File: config.mk
export PLATFORM = sky130hd
export DESIGN_NAME = jtag_uart_slave
export DESIGN_NICKNAME = d
export VERILOG_FILES = /design/src/rtl/jtag_uart_pkg.sv /design/src/rtl/jtag_uart_slave_byte_fifo.sv /design/src/rtl/jtag_uart_slave.sv
export SDC_FILE = /design/constraint.sdc
export NUM_CORES = 1
export LEC_CHECK = 0
export CELL_PAD_IN_SITES_DETAIL_PLACEMENT = 1
export CELL_PAD_IN_SITES_GLOBAL_PLACEMENT = 1
export CORE_UTILIZATION = 35
export CTS_CLUSTER_SIZE = 25
export DETAILED_ROUTE_END_ITERATION = 6
export GPL_ROUTABILITY_DRIVEN = 0
export PLACE_DENSITY = 0.55
export SETUP_SLACK_MARGIN = 0.1
export SYNTH_ARGS = -nofsm -noshare
export SYNTH_HDL_FRONTEND = slang
export SYNTH_SLANG_ARGS = --single-unit
File: constraint.sdc
create_clock -name clk -period 4.4 [get_ports clk]
set_input_delay 0.66 -clock clk [delete_from_list [all_inputs] [get_ports clk]]
set_output_delay 0.66 -clock clk [all_outputs]
set_load 0.02 [all_outputs]
File: src/rtl/jtag_uart_pkg.sv
// jtag_uart_pkg: register map, bit positions and FSM encoding shared by the JTAG UART responder
package jtag_uart_pkg;
   localparam logic DATA_REG = 1'b0;
   localparam logic CTRL_REG = 1'b1;
   localparam int RVALID_BIT = 15;
   localparam int RE_BIT = 0;
   localparam int WE_BIT = 1;
   localparam int RI_BIT = 8;
   localparam int WI_BIT = 9;
   localparam int AC_BIT = 10;
   localparam int COUNT_LSB = 16;
   typedef enum logic {IDLE, RESP} state_t;
   function automatic logic [15:0] sat16(input logic [31:0] v);
      return (v > 32'h0000_ffff) ? 16'hffff : v[15:0];
   endfunction
endpackage

File: src/rtl/jtag_uart_slave_byte_fifo.sv
// byte_fifo: synchronous first-word-fall-through byte FIFO with occupancy count
module byte_fifo #(
   parameter int DEPTH = 64
) (
   input  logic                       clk,
   input  logic                       rst,
   input  logic                       push,
   input  logic                       pop,
   input  logic [7:0]                 din,
   output logic [7:0]                 dout,
   output logic                       full,
   output logic                       empty,
   output logic [$clog2(DEPTH):0]     count
);
   localparam int AW = $clog2(DEPTH);
   localparam int CW = AW + 1;
   logic [7:0] mem [DEPTH];
   logic [AW-1:0] wr_ptr, rd_ptr;
   logic do_push, do_pop;
   assign full = count == CW'(DEPTH);
   assign empty = count == '0;
   assign do_push = push & ~full;
   assign do_pop = pop & ~empty;
   assign dout = mem[rd_ptr];
   always_ff @(posedge clk or posedge rst)
      if (rst) begin
         wr_ptr <= '0;
         rd_ptr <= '0;
         count <= '0;
      end else begin
         wr_ptr <= wr_ptr + AW'(do_push);
         rd_ptr <= rd_ptr + AW'(do_pop);
         count <= count + CW'(do_push) - CW'(do_pop);
      end
   always_ff @(posedge clk)
      if (do_push) mem[wr_ptr] <= din;
endmodule

File: src/rtl/jtag_uart_slave.sv
// jtag_uart_slave: Avalon-MM JTAG-UART data/control responder bridging the core to host TX/RX byte streams
module jtag_uart_slave
   import jtag_uart_pkg::*;
#(
   parameter int FIFO_DEPTH = 64,
   parameter int WI_THRESH = 8
) (
   input  logic        clk,
   input  logic        rst,
   input  logic        av_chipselect,
   input  logic        av_address,
   input  logic        av_read_n,
   input  logic        av_write_n,
   input  logic [31:0] av_writedata,
   output logic [31:0] av_readdata,
   output logic        av_waitrequest,
   output logic        irq,
   output logic [7:0]  tx_data,
   output logic        tx_valid,
   input  logic        tx_ready,
   input  logic [7:0]  rx_data,
   input  logic        rx_valid,
   output logic        rx_ready
);
   localparam int CW = $clog2(FIFO_DEPTH) + 1;
   state_t state, next_state;
   logic req, is_wr, addr_q, wr_q, re, we, ac, ri, wi, ctrl_wr;
   logic [10:0] wdata_q;
   logic tx_push, tx_pop, tx_empty, tx_full, rx_push, rx_pop, rx_empty, rx_full;
   logic [7:0] rx_head;
   logic [CW-1:0] tx_count, rx_count;
   logic [15:0] wspace, ravail;
   logic [31:0] data_word, ctrl_word;
   logic unused_ok;
   assign req = av_chipselect & (~av_read_n | ~av_write_n);
   assign is_wr = av_read_n & ~av_write_n;
   assign wspace = sat16(32'(FIFO_DEPTH) - 32'(tx_count));
   assign ravail = sat16(32'(rx_count) - {31'd0, ~rx_empty});
   assign ri = ~rx_empty;
   assign wi = {16'd0, wspace} >= 32'(WI_THRESH);
   assign tx_valid = ~tx_empty;
   assign tx_pop = tx_valid & tx_ready;
   assign rx_ready = ~rx_full;
   assign rx_push = rx_valid & rx_ready;
   assign unused_ok = &{1'b0, av_writedata[31:11], tx_full};
   always_comb begin
      data_word = '0;
      data_word[7:0] = rx_empty ? 8'h00 : rx_head;
      data_word[RVALID_BIT] = ri;
      data_word[31:COUNT_LSB] = ravail;
      ctrl_word = '0;
      ctrl_word[RE_BIT] = re;
      ctrl_word[WE_BIT] = we;
      ctrl_word[RI_BIT] = ri;
      ctrl_word[WI_BIT] = wi;
      ctrl_word[AC_BIT] = ac;
      ctrl_word[31:COUNT_LSB] = wspace;
   end
   always_ff @(posedge clk or posedge rst)
      if (rst) state <= IDLE;
      else state <= next_state;
   always_comb next_state = (state == IDLE && req) ? RESP : IDLE;
   // Side effects commit only in RESP, so an access aborted by reset leaves the FIFOs untouched
   always_comb begin
      av_waitrequest = ~rst & (state == IDLE) & req;
      tx_push = (state == RESP) & wr_q & (addr_q == DATA_REG);
      rx_pop = (state == RESP) & ~wr_q & (addr_q == DATA_REG) & ~rx_empty;
      ctrl_wr = (state == RESP) & wr_q & (addr_q == CTRL_REG);
   end
   always_ff @(posedge clk or posedge rst)
      if (rst) begin
         addr_q <= DATA_REG;
         wr_q <= 1'b0;
         wdata_q <= '0;
         av_readdata <= '0;
      end else if (state == IDLE && req) begin
         addr_q <= av_address;
         wr_q <= is_wr;
         wdata_q <= av_writedata[10:0];
         av_readdata <= (av_address == CTRL_REG) ? ctrl_word : data_word;
      end
   always_ff @(posedge clk or posedge rst)
      if (rst) begin
         re <= 1'b0;
         we <= 1'b0;
         ac <= 1'b0;
         irq <= 1'b0;
      end else begin
         if (ctrl_wr) begin
            re <= wdata_q[RE_BIT];
            we <= wdata_q[WE_BIT];
         end
         ac <= tx_pop | (ac & ~(ctrl_wr & wdata_q[AC_BIT]));
         irq <= (re & ri) | (we & wi);
      end
   byte_fifo #(.DEPTH(FIFO_DEPTH)) u_tx_fifo (
      .clk   (clk),
      .rst   (rst),
      .push  (tx_push),
      .pop   (tx_pop),
      .din   (wdata_q[7:0]),
      .dout  (tx_data),
      .full  (tx_full),
      .empty (tx_empty),
      .count (tx_count)
   );
   byte_fifo #(.DEPTH(FIFO_DEPTH)) u_rx_fifo (
      .clk   (clk),
      .rst   (rst),
      .push  (rx_push),
      .pop   (rx_pop),
      .din   (rx_data),
      .dout  (rx_head),
      .full  (rx_full),
      .empty (rx_empty),
      .count (rx_count)
   );
endmodule

-- Word-level counts from Yosys, hierarchy flattened
Memories as Yosys holds them, arrays and structs flattened.
Cells that the tools add are included.
- add/subtract/negate cells: 10
- $lt $le $gt $ge: 3
- bitwise logic cells: 34
- eq/ne operators: 2
- multiplexer cells: 9
- reduce and logical (&&, ||, !) cells: 3
- operators by type and width (kind ; count):
    $gt A32 B16 Y1 const B ; 2
    $mux W16 ; 2
    $mux W32 ; 1
    $add A6 B1 Y6 ; 4
    $and A1 B1 Y1 ; 20
    $ge A16 B4 Y1 const B ; 1
    $add A7 B1 Y7 ; 2
    $eq A7 B7 Y1 const B ; 2
    $logic_not A7 Y1 ; 2
    $sub A7 B1 Y7 ; 2
    $not A1 Y1 ; 11
    $mux W8 ; 1
    $sub A7 B1 Y8 ; 1
    $sub A7 B7 Y8 const A ; 1
    $mux W1 ; 5
    $or A1 B1 Y1 ; 3
    $logic_and A1 B1 Y1 ; 1
- memories kept: 2
- word-level logic and storage cells: 78
- bits in writable memories: 1024
- input bits: 48
- register bits: 88
- output and inout bits: 44
- memory list (name ; words ; width ; read ports ; clocked after Yosys merged registers in ; wr ports ; RTL line ; source):
    u_rx_fifo.mem ; 64 ; 8 ; 1 ; 0 ; 1 ; jtag_uart_slave_byte_fifo.sv:17 ; logic [7:0] mem [DEPTH];
    u_tx_fifo.mem ; 64 ; 8 ; 1 ; 0 ; 1 ; jtag_uart_slave_byte_fifo.sv:17 ;

-- Longest topological paths before layout
- word-level depth: 6
- depth in mapped cells: 15
- gate-level depth less buffers: 15

-- Hierarchy
A second synthesis with hierarchy kept.
- cell total of the unflattened synthesis: 2263
- area, all modules: 43987.2 µm²
- by module, submodules not included (module ; area each (µm²) ; instances ; cells an instance ; sequential area each (µm²)):
    byte_fifo (u_tx_fifo) ; 21151.5 ; 1 ; 1038 ; 15850.2
    byte_fifo (u_rx_fifo) ; 20940.1 ; 1 ; 1016 ; 15850.2
    jtag_uart_slave ; 1895.6 ; 1 ; 209 ; 900.9

-- Least setup slack after synthesis
OpenSTA, ideal clock, no wires.
- path type: register to register
- from: register u_rx_fifo.count[4]
- to: register u_rx_fifo.count[6]
- buffers on the path: 0
- stages on the path, launching flop included: 16
- path slack: 1.467 ns
- clock period less this slack: 2.933 ns
- data required time: 4.272 ns
- setup time: 0.128 ns
- arrival: 2.805 ns
- cells stage by stage: dfrtp_1 -> inv_1 -> ha_1 -> nor4bb_1 -> and2_0 -> nor4b_1 -> ha_1 -> inv_1 -> ha_1 -> inv_1 -> fa_1 -> o21bai_1 -> a21oi_1 -> o21bai_1 -> a21oi_1 -> xor2_1
- longest elaborated chain between the ends: 6
- elaborated cells on any way between the ends: 10
- those cells by class: add/sub (2); eq/ne (1); bitwise (6); reduce/logical (1)
- RTL lines (element ; RTL line ; source):
    from (decl) ; jtag_uart_slave_byte_fifo.sv:13 ; output logic [$clog2(DEPTH):0] count
    from (signal assigned) ; jtag_uart_slave_byte_fifo.sv:33 ; count <= count + CW'(do_push) - CW'(do_pop);
    $eq A7 B7 Y1 ; jtag_uart_slave_byte_fifo.sv:20 ; assign full = count == CW'(DEPTH);
    $not A1 Y1 ; jtag_uart_slave_byte_fifo.sv:22, jtag_uart_slave.sv:43 ;
    $and A1 B1 Y1 ; jtag_uart_slave.sv:44 ; assign rx_push = rx_valid & rx_ready;
    $and A1 B1 Y1 ; jtag_uart_slave_byte_fifo.sv:22 ; assign do_push = push & ~full;
    $add A7 B1 Y7 ; jtag_uart_slave_byte_fifo.sv:33 ;
    $sub A7 B1 Y7 (*) ; jtag_uart_slave_byte_fifo.sv:33 ;
Mark *: on every way between the ends. The rest lies on a longest branch, timed or not.
A chain may end at the register's enable or synchronous reset.

-- Final worst setup path
- from: register u_tx_fifo.rd_ptr[0]
- to: output port tx_data[1]
- longest elaborated chain between the ends: 1
- RTL lines (element ; RTL line ; source):
    from (decl) ; jtag_uart_slave_byte_fifo.sv:18 ; logic [AW-1:0] wr_ptr, rd_ptr;
    from (signal assigned) ; jtag_uart_slave_byte_fifo.sv:32 ; rd_ptr <= rd_ptr + AW'(do_pop);
    $mem_v2 Z64 W8 ; - ;
    to (decl) ; jtag_uart_slave.sv:18 ; output logic [7:0] tx_data,
Every way passes these cells.

==> out/qor.yml <==
status: "finished clean"
synth_common_cells: "edfxtp_1, mux4_2, nor2_1"
grtUsageMet1_pct: 22.74
final_max_slew_viol_count: 0
cp.arrival_ns: 3.47
place_area_sq_um: 46740
worst-endpoint-required_ns: 3.74
skew_ns: 0.03591
cp-end-kind: "output pin"
ys_types: 68
clk_pin_slew_worst_paths_ns: 0.06
drtPass1Iterations: 5
vias_per_cell: 5.160
maxCapViolCount: 0
crit_fanout: 12
grt_pass1_vias: 22860
dieWidth_um: 355.0
cts.sinks: 1098
critPathTopFamily: "multiplexers"
power.switching_mw: 9.604
antenna_found_initial: 0
io_buffers: 64
cpMostUsedCell: "mux4_2"
leakage_nw: 16.61
yosysTopAreaCellShare_pct: 70.51
ys_async_sr_fraction_pct: 6.740
path_cells: "buf_4, bufbuf_16, mux4_2, mux4_2, o211ai_1, o21ai_2, buf_2"
finalCritPeriodShare_pct: 93.80
fin_cells: 4139
cts_buffer_depth: 3
rsz0062_at_grt: "false"
detail-route-antenna-nets: 0
critPathMaxStageDelay_ns: 0.54
timing.setup.tns_ns: 0
ff2ff_path_depth: 16
grt_max_degree: 67
setup_viol: 0
ys_seq_area_share_pct: 74.76
min_period_ns: 4.127
stdcell_area_sq_um: 50600
p_sw_share_pct: 30.77
p_int_mw: 21.61
drt-total-wl_mm: 106.5
critical-path-slowest-cell: "dfrtp_4"
p_comb_share_pct: 28.7
fmax_ghz: 0.2423
p_seq_share_pct: 41.1
drtIter0Drc: 1675
syn2layout_area_growth_pct: 16.04
core_sq_um: 123600
ys_seq_elements: 1098
min_path_type: "in2reg"
dp_hpwl_mm: 66.57
cts_max_level: 3
synth_most_common_cell: "edfxtp_1"
final_nets: 2488
drc_errors: 0
post-place-cells: 3915
die_h_um: 355.0
synth_top_cell_by_area: "edfxtp_1"
syn_area_sq_um: 43610
p_per_area_nw_per_um2: 616.9
use_met3_pct: 2.846
cts_tree: "yes"
synth_enable_flop_cells: 1024
crit_buf_inv: 3
ios: 92
start_util_pct: 35.27
crit_type: "reg2out"
worst_pin_slew_ns: 1.275
grt_overflow: 0
final_core_util_pct: 40.93
synthCells: 2196
critPathLaunchType: "register"
clockPowerShare_pct: 30.3
peakVddDrop_v: 0.0005167
synth.area.top_cells: "edfxtp_1, mux4_2, dfrtp_1"
hold_viol: 0
root_buffer: "clkbuf_16"
rrSetupSlack_ns: 0.86
cp_num_cells: 7
rows: 129
die_area_sq_um: 126000
ys.flop_type: "edfxtp_1"
ys_warn_count: 0
holdPathStages: 1
routed-via-count: 21360
top_usage_layer: "met2"
grt_pass1_wl_mm: 156.5
cts_buffers: 114
drive_gt1_share_pct: 23.95
use_met2_pct: 28.21
slew_headroom_pct: 15.03
wl_per_cell_um: 25.73
grt.total_usage_pct: 16.96
synth_area_per_cell_sq_um: 19.86
clk_latency_ns: 0.72
[logic make-up after synthesis]
group	count (synthesis)	synth area share [%]
flops	1098	74.76
simple gates	323	3.274
compound gates	185	3.093
mux	354	15.05
xor+xnor	34	0.6829
buf+inv	162	1.977
other cells	1	0.008599
fa+ha+maj	39	1.153
[cells in the final DEF, fill, tap and decap left out, drive strengths merged, types with 11 or more instances in the layout]
master and n:
a221oi 20, ha 37, xor2 11, buf 153
and2 12, mux4 239, nor2b 14, nand2 88
clkinv 62, dfrtp 74, o21ai 23, a21oi 34
edfxtp 1024, mux2i 103, mux2 12, clkbuf 137
o221ai 22, nor2 148, bufinv 11, clkdlybuf4s50 48
nand3 27, inv 37, xnor2 23
[per-stage QoR]
| stage | worst slack [ns] | power, mW | hold WS, ns |
|---|---|---|---|
| after floorplan | 1.467 | 18.77 | 0.4458 |
| after global placement | 0.4766 | 21.75 | 0.4648 |
| after detailed placement | 0.4766 | 21.90 | 0.4732 |
| after CTS | 0.006174 | 31.65 | 0.4150 |
| after global routing | 0.1534 | 32.50 | 0.4307 |
| final | 0.2729 | 31.22 | 0.4666 |
[layer usage]
| layer | share of wire, % | vias to the layer above |
|---|---|---|
| li1 | - | 9316 |
| met1 | 44 | 11490 |
| met2 | 50 | 395 |
| met3 | 3.5 | 160 |
| met4 | 2.9 | 0 |
| met5 | 0 | - |
[what timing repair did]
action / in CTS / in global routing
setup buffers: 4 / 0
gates cloned: 3 / 0
setup endpoints to repair: 8 / 2
hold buffers: 0 / 0
pin swaps: 1 / 0
gates resized for setup: 29 / 2
[power groups by stage]
stage | sequential [mW] | combinational [mW] | clock [mW]
2_1_floorplan | 12.7 | 6.11 | 0
4_1_cts | 12.8 | 9.14 | 9.68
3_5_place_dp | 13.0 | 8.86 | 0
6_report | 12.8 | 8.95 | 9.45
3_3_place_gp | 13.0 | 8.74 | 0
5_1_grt | 12.9 | 9.57 | 10.0
[worst paths after layout]
check,startpoint,endpoint
worst min register to register,av_readdata[19],av_readdata[19]
worst max register to register,u_rx_fifo.count[5],u_rx_fifo.count[6]
min in group asynchronous,rst,wdata_q[7]
worst max-delay path,u_tx_fifo.rd_ptr[0],tx_data[1]
worst min-delay path,rx_data[2],u_rx_fifo.mem[54][2]
max in group asynchronous,rst,av_readdata[2]
[worst reg2reg max path: stages (launching register included)]
cell and delay [ns]:
dfrtp_1 0.37, inv_1 0.18, ha_1 0.20, nor4bb_1 0.47, and2_0 0.34, nor4b_1 0.09
buf_4 0.16, ha_1 0.27, inv_1 0.06, ha_1 0.16, inv_1 0.06, fa_1 0.40
o21bai_1 0.16, a21oi_1 0.12, o21bai_1 0.15, a21oi_1 0.11, xor2_1 0.14
[state kept, by name (all words and copies together), names as in the netlist, 6 cells and up]
name / cells
av_readdata: 20
u_rx_fifo.count: 7
u_rx_fifo.mem: 512
u_rx_fifo.rd_ptr: 6
u_rx_fifo.wr_ptr: 6
u_tx_fifo.count: 7
u_tx_fifo.mem: 512
u_tx_fifo.rd_ptr: 6
u_tx_fifo.wr_ptr: 6
wdata_q: 9
[final cells by class]
type,instances,area [sq um]
antenna,1,2.502
clock buffer,137,2960
clock inverter,79,695.7
fill,11850,73030
inverter,38,143.9
multi-input combinational,939,10200
sequential,1098,32630
tap,1637,2048
timing repair buffer,210,1919
Note: power is estimated with default switching activity, not from simulation.
